==> src/rtl/tug_field.sv <==
// Tug-of-war playfield: moves a single lit LED toward the pressing player and
// latches a winner when the light leaves either end. Optional macro: SCORE_TALLY_EN.
module tug_field #(
  parameter int WIDTH = 9
) (
  input  logic             clk,
  input  logic             reset,
  input  logic             left_p,
  input  logic             right_p,
  output logic [WIDTH-1:0] leds,
  output logic [1:0]       winner,
  output logic             game_over
`ifdef SCORE_TALLY_EN
  ,
  output logic [2:0]       left_score,
  output logic [2:0]       right_score
`endif
);

  localparam int PW = $clog2(WIDTH);
  localparam logic [PW-1:0] CENTER  = PW'((WIDTH - 1) / 2);
  localparam logic [PW-1:0] MAX_POS = PW'(WIDTH - 1);

  localparam logic [1:0] PLAY = 2'd0;
  localparam logic [1:0] LWIN = 2'd1;
  localparam logic [1:0] RWIN = 2'd2;

  logic [1:0]       state, state_d;
  logic [PW-1:0]    pos, pos_d;
  logic [WIDTH-1:0] leds_d;
  logic [1:0]       winner_d;

  always_comb begin
    // NOTE: every combinational output gets a default first so no path
    // through the case/if tree leaves it unassigned (which would infer a latch).
    state_d = state;
    pos_d   = pos;
    case (state)
      PLAY: begin
        // End-of-field checks come before the step, so pos can never wrap.
        if (left_p && !right_p) begin
          if (pos == MAX_POS) state_d = LWIN;
          else                pos_d   = pos + PW'(1);
        end else if (right_p && !left_p) begin
          if (pos == '0) state_d = RWIN;
          else           pos_d   = pos - PW'(1);
        end
      end
      LWIN, RWIN: begin
`ifdef SCORE_TALLY_EN
        if (left_p || right_p) begin
          state_d = PLAY;
          pos_d   = CENTER;
        end
`endif
      end
      default: begin
        state_d = PLAY;
        pos_d   = CENTER;
      end
    endcase
  end

  always_comb begin
    leds_d   = '0;
    winner_d = 2'b00;
    case (state_d)
      PLAY:    leds_d[pos_d] = 1'b1;
      LWIN:    winner_d = 2'b01;
      RWIN:    winner_d = 2'b10;
      default: winner_d = 2'b00;
    endcase
  end

  always_ff @(posedge clk) begin
    // NOTE: sequential state uses non-blocking assignments so all flops
    // update together from the values present before the edge.
    if (reset) begin
      state     <= PLAY;
      pos       <= CENTER;
      leds      <= '0;
      leds[CENTER] <= 1'b1;
      winner    <= 2'b00;
      game_over <= 1'b0;
    end else begin
      state     <= state_d;
      pos       <= pos_d;
      leds      <= leds_d;
      winner    <= winner_d;
      game_over <= (state_d != PLAY);
    end
  end

`ifdef SCORE_TALLY_EN
  // Scores count win entries only and saturate at 7; only reset clears them.
  always_ff @(posedge clk) begin
    if (reset) begin
      left_score  <= 3'd0;
      right_score <= 3'd0;
    end else if (state == PLAY) begin
      if (state_d == LWIN && left_score != 3'd7)  left_score  <= left_score + 3'd1;
      if (state_d == RWIN && right_score != 3'd7) right_score <= right_score + 3'd1;
    end
  end
`endif

endmodule

==> config.mk <==
export PLATFORM = sky130hd
export DESIGN_NAME = tug_field
export DESIGN_NICKNAME = d
export VERILOG_FILES = /design/src/rtl/tug_field.sv
export SDC_FILE = /design/constraint.sdc
export NUM_CORES = 1
export LEC_CHECK = 0
export BUFFER_PORTS_ARGS = -buffer_cell sky130_fd_sc_hd__buf_2
export CORE_UTILIZATION = 52
export CTS_BUF_LIST = sky130_fd_sc_hd__clkbuf_8
export DETAILED_ROUTE_END_ITERATION = 8
export HOLD_SLACK_MARGIN = 0.12
export PLACE_DENSITY_LB_ADDON = 0.05
export SLEW_MARGIN = 0
export SYNTH_ARGS = -nofsm -noshare
export SYNTH_HDL_FRONTEND = slang
export SYNTH_SLANG_ARGS = --single-unit
==> constraint.sdc <==
create_clock -name clk -period 1.85 [get_ports clk]
set_input_delay 0.0925 -clock clk [delete_from_list [all_inputs] [get_ports clk]]
set_output_delay 0.0925 -clock clk [all_outputs]
set_load 0.05 [all_outputs]
Word-level counts from Yosys, hierarchy flattened
Cells that the tools add are included.

storage, ports and cells
  register bits = 18
  input bits = 4
  output and inout port bits = 12
  logic and storage cells = 41

operators by class
  add/subtract/negate cells = 2
  order comparisons = 2
  equal/unequal tests = 5
  mux-type cells = 14
  bitwise gates (word level) = 1
  reduce and logical (&&, ||, !) cells = 11

operator list
  cell                                                                    number
  4-bit 2-to-1 mux                                                        4
  2-bit 2-to-1 mux                                                        4
  2-bit one-hot mux with 2 select lines                                   2
  4-bit one-hot mux with 2 select lines                                   1
  4-bit by 5-bit < comparator with 1-bit output (second input constant)   1
  5-bit 2-to-1 mux                                                        1
  4-bit by 1-bit adder with 4-bit output (second input constant)          1
  1-bit demux with 4-bit select                                           1
  2-bit by 1-bit equality test with 1-bit output (second input constant)  2
  2-bit equality test (second input constant)                             2
  4-bit equality test (second input constant)                             1
  4-bit by 1-bit >= comparator with 1-bit output (second input constant)  1
  2-bit logical NOT                                                       2
  4-bit logical NOT                                                       1
  2-bit OR reduction                                                      2
  4-bit by 1-bit subtractor with 4-bit output (second input constant)     1
  1-bit logical AND                                                       3
  1-bit logical NOT                                                       2
  2-bit nonzero test                                                      1
  1-bit 2-to-1 mux                                                        1
  1-bit NOT                                                               1

Longest topological paths before layout
  depth after elaboration = 10
  depth in mapped cells = 8
  depth with buffers taken out = 7

Least setup slack after synthesis
OpenSTA, ideal clock, no wires.

  kind = register to register
  from = reg state[0]
  to = reg leds[1]
  data arrival time = 1.797 ns
  setup slack = -0.033 ns
  cell stages (with the launch flop) = 9
  path buffers = 1
  clock period less this slack = 1.883 ns
  cells stage by stage = dfxtp_1 inv_1 ha_1 buf_2 and3b_1 o21ai_0 o311ai_4 nand3b_1 a211oi_1

on the way
  longest elaborated chain between the ends = 7

RTL lines
  what                                                                                         line    text
  start: declaration                                                                           28      logic [1:0] state, state_d;
  start signal: assignment                                                                     86      state <= state_d;
  2-bit by 1-bit equality test with 1-bit output (tied with other cells)                       38      case (state)
  2-bit OR reduction / 2-bit 2-to-1 mux (equally long branches)                                38, 44
  4-bit one-hot mux with 2 select lines / 2-bit 2-to-1 mux (equally long branches)             38, 41
  4-bit by 5-bit < comparator with 1-bit output (not written as such) (tied with other cells)  68      PLAY: leds_d[pos_d] = 1'b1;
  1-bit logical AND (not written as such) / 2-bit logical NOT (equally long branches)          68, 67
  1-bit 2-to-1 mux (not written as such) / 1-bit NOT (equally long branches)                   n/a
  1-bit demux with 4-bit select / 2-bit OR reduction (equally long branches)                   n/a
  end signal: assignment                                                                       88      leds <= leds_d;
  end: declaration                                                                             10      output logic [WIDTH-1:0] leds,

Parallel ways exist; a longest one is shown, timed or not.
A chain may end at the register's enable or synchronous reset.

Final worst setup path
  from = reg pos[3]
  to = reg leds[1]

on the way
  longest elaborated chain between the ends = 9

RTL lines
  what                                                                                                                                          line    text
  start: declaration                                                                                                                            29      logic [PW-1:0] pos, pos_d;
  start signal: assignment                                                                                                                      87      pos <= pos_d;
  4-bit by 1-bit subtractor with 4-bit output / 4-bit logical NOT (equally long branches)                                                       46, 45
  4-bit 2-to-1 mux                                                                                                                              45      if (pos == '0) state_d = RWIN;
  4-bit 2-to-1 mux                                                                                                                              44      end else if (right_p && !left_p) begin
  4-bit 2-to-1 mux                                                                                                                              41      if (left_p && !right_p) begin
  4-bit one-hot mux with 2 select lines                                                                                                         38
  4-bit by 5-bit < comparator with 1-bit output (not written as such) / 4-bit by 1-bit >= comparator with 1-bit output (equally long branches)  68
  1-bit logical AND (not written as such)                                                                                                       68
  1-bit 2-to-1 mux (not written as such)                                                                                                        68
  1-bit demux with 4-bit select                                                                                                                 68

Parallel ways exist; a longest one is shown, timed or not.

==> reports/metrics.yaml <==
outcome:
  status: "finished with violations"
  violations: "setup timing"
grt:
  grt_pass1_vias: 867
  groute.usage.overall: 0.2695
  grt.overflow.total: 0
  grt_pass1_wl_um: 3988
  grt_max_degree: 12
  grt_antenna_before_repair: 0
place:
  dp_cells: 159
  gp_congestion: 0.8410
  io_buffers: 15
  place_ws_ns: -0.04924
  dp_hpwl_um: 1734
sta:
  fmax_mhz: 537.6
  finalSetupViolations: 2
  finalCriticalPeriod_ns: 1.860
  clock_skew_ns: 0.003252
  worst_pin_slew_ns: 0.4619
  hold_viol_final: 0
  relSlewSlack: 0.6917
  post-route-period-util: 1.005
  slew_viol_final: 0
  finalSetupTns_ns: -0.01216
  worst_slack_ns: -0.01017
hold_path:
  hold_path.class: "in2reg"
  min_to: "pos[3]"
  hold_start: "reset"
  whs_path_depth: 2
final_layout:
  area_delta_synth_final_pct: 39.45
  nFillCells: 125
  stdcell_count: 165
  final_common_cell: "buf_4"
  seq_area_sq_um: 369.1
  final_cell_mix: "buf_4, dfxtp_1, buf_2, nor2_1, nor3_1"
  multi_input_area_sq_um: 703.2
  nNetsFinal: 149
  n_antenna_cell: 0
  postLayoutCoreUtil: 0.7922
  drive_above_1_share: 0.4571
route:
  drt_wl_total_um: 2875
  met2_length_um: 1549
  route.detailed.drc: 0
  route.met3.wl_um: 122
  highest_layer: "met4"
  drtPass1Iterations: 4
  wl_per_cell_um: 17.42
  vias: 1004
  vias_per_cell: 6.085
  antenna_left: 0
  wl_met1_um: 1173
  drtIter0Drc: 42
synthesis:
  synth_edf_count: 0
  seq_area_frac_synth: 0.3596
  async_reset_ff_frac: 0
  synth_warnings: 0
  avgSynthCellArea_sq_um: 9.366
  syn_area_sq_um: 1002
  synth_top_cell_by_area: "dfxtp_1"
  synth_nets: 115
  synth_top_area_share: 0.3596
  synth.ff_latch_count: 18
  syn_inst: 107
  synthTopCellsByArea: "dfxtp_1, ha_1, nor3_1"
  synth_ff_type: "dfxtp_1"
  yosys.cell_types.count: 46
critical_path:
  crit_slowest_cell: "dfxtp_1"
  crit_buf_inv: 1
  ff2ff_setup_slack_ns: -0.01
  cp.required_ns: 2.02
  crit_family: "compound AO/OA/AOI/OAI gates"
  crit_path_cell_trace: "xnor2_1 > a22o_1 > a211oi_2 > buf_4 > a211o_1 > a211oi_2"
  reg2reg_depth: 6
  r2r_end: "leds[1]"
  crit_top_cell: "a211oi_2"
  cp_data_arrival_time_ns: 2.03
  crit_path_start_kind: "register"
  crit_path_max_incr_delay_ns: 0.61
  startpoint: "pos[3]"
  reg2reg_from: "pos[3]"
  path_max_fanout: 11
  criticalPathCategory: "reg2reg"
  crit_path_end_kind: "register"
power:
  p_sw_uw: 395.7
  swShare: 0.3338
  leakagePower_nw: 0.6078
  seqPwrFrac: 0.374
  pwr-share-clk: 0.267
  finalPower_mw: 1.185
  vdd.ir_drop.worst_mv: 0.5938
  p_comb_frac: 0.358
  p_int_uw: 789.6
  cellPowerDensity_nw_per_um2: 848.1
floorplanning:
  die_area_sq_um: 2107
  core_sq_um: 1764
  die_width_um: 45.90
  die_h_um: 45.90
  rows: 15
  start_util: 0.5681
  ios: 16
run:
  drv_cap: 0
clock_tree:
  cts-root-buf: "clkbuf_8"
  cts_max_path_buffers: 2
  cts.clk_slew.worst_paths_ns: 0.07
  clock_latency_ns: 0.25
  cts_buffers: 3
  htree_num_levels: 1
  cts.sinks: 18
  hold_buffers: 0
  cts_tree: "yes"
==> per-layer routing <==
metal	up-vias	global-route usage
li1	466	-
met1	483	0.3341
met2	47	0.4648
met3	8	0.06746
met4	0	0.05882
met5	-	0
==> synth_stat cells, drive strengths merged (2+ instances only) <==
cell type	count
dfxtp	18
inv	7
nor3	7
nor2	6
nor2b	5
a21oi	4
ha	4
nand2	4
o21ai	4
a211oi	3
buf	3
nand2b	3
nand4	3
nor3b	3
a211o	2
a22oi	2
a31oi	2
and3b	2
nand3b	2
o221ai	2
==> worst register-to-register path, delay by kind of cell (launching register included) <==
family                    cells  cell delay (ns)
AOI/OAI and AO/OA             4             0.82
DFF                           1             0.61
xor gates and xnor gates      1             0.21
buffers and inverters         1             0.14
==> flip-flops by register name, summed over array words and instances (netlist names) <==
register   flops
leds           9
pos            4
state          2
winner         2
game_over      1
==> cell families (layout without fill, tap and decap cells) <==
family | Yosys count | count (layout) | share of synthesized area
DFF | 18 | 18 | 0.3596
xor gates and xnor gates | 1 | 1 | 0.008741
adders and majority gates | 4 | 4 | 0.04994
muxes | 1 | 1 | 0.009988
buffers and inverters | 11 | 44 | 0.04745
AOI/OAI and AO/OA | 31 | 31 | 0.2634
and+or+nand+nor | 41 | 41 | 0.2609
==> cell type report <==
| type | count | area share |
|---|---|---|
| multi-input combinational | 78 | 0.5031 |
| sequential | 18 | 0.2641 |
| timing repair buffer | 33 | 0.1504 |
| clock buffer | 4 | 0.03939 |
| tap | 25 | 0.02238 |
| inverter | 7 | 0.02059 |
==> how the worst max path moves through the flow <==
stage          slack [ns]  depth (start not counted)  endpoint
6_report            -0.01                          6   leds[1]
5_1_grt             -0.09                          5   leds[1]
4_1_cts            -0.002                          8   leds[8]
3_5_place_dp        -0.05                          7   leds[6]
3_3_place_gp        -0.04                          7   leds[6]
2_1_floorplan        0.01                          8   leds[1]
==> stage by stage <==
step                cell area, sq um  hold slack [ns]
CTS                             1297           0.1438
global placement                1209           0.3983
finish                          1398           0.1487
detailed placement              1209           0.4054
floorplan                       1006           0.3841
global route                    1398           0.1510
==> timing repair <==
item / in CTS / in global routing
setup buffers: 1 / 1
gates cloned: 0 / 0
endpoints found under the hold margin: 0 / 0
gates resized for setup: 9 / 18
pin swaps: 6 / 6
setup endpoints to repair: 10 / 10
==> power groups by stage <==
stage / Combinational, mW / Clock [mW] / Sequential, mW
3_3_place_gp: 0.334 / 0 / 0.446
6_report: 0.425 / 0.317 / 0.444
2_1_floorplan: 0.197 / 0 / 0.489
3_5_place_dp: 0.336 / 0 / 0.448
5_1_grt: 0.445 / 0.343 / 0.446
4_1_cts: 0.359 / 0.316 / 0.438
No activity file was read; power rests on OpenSTA's default activity.
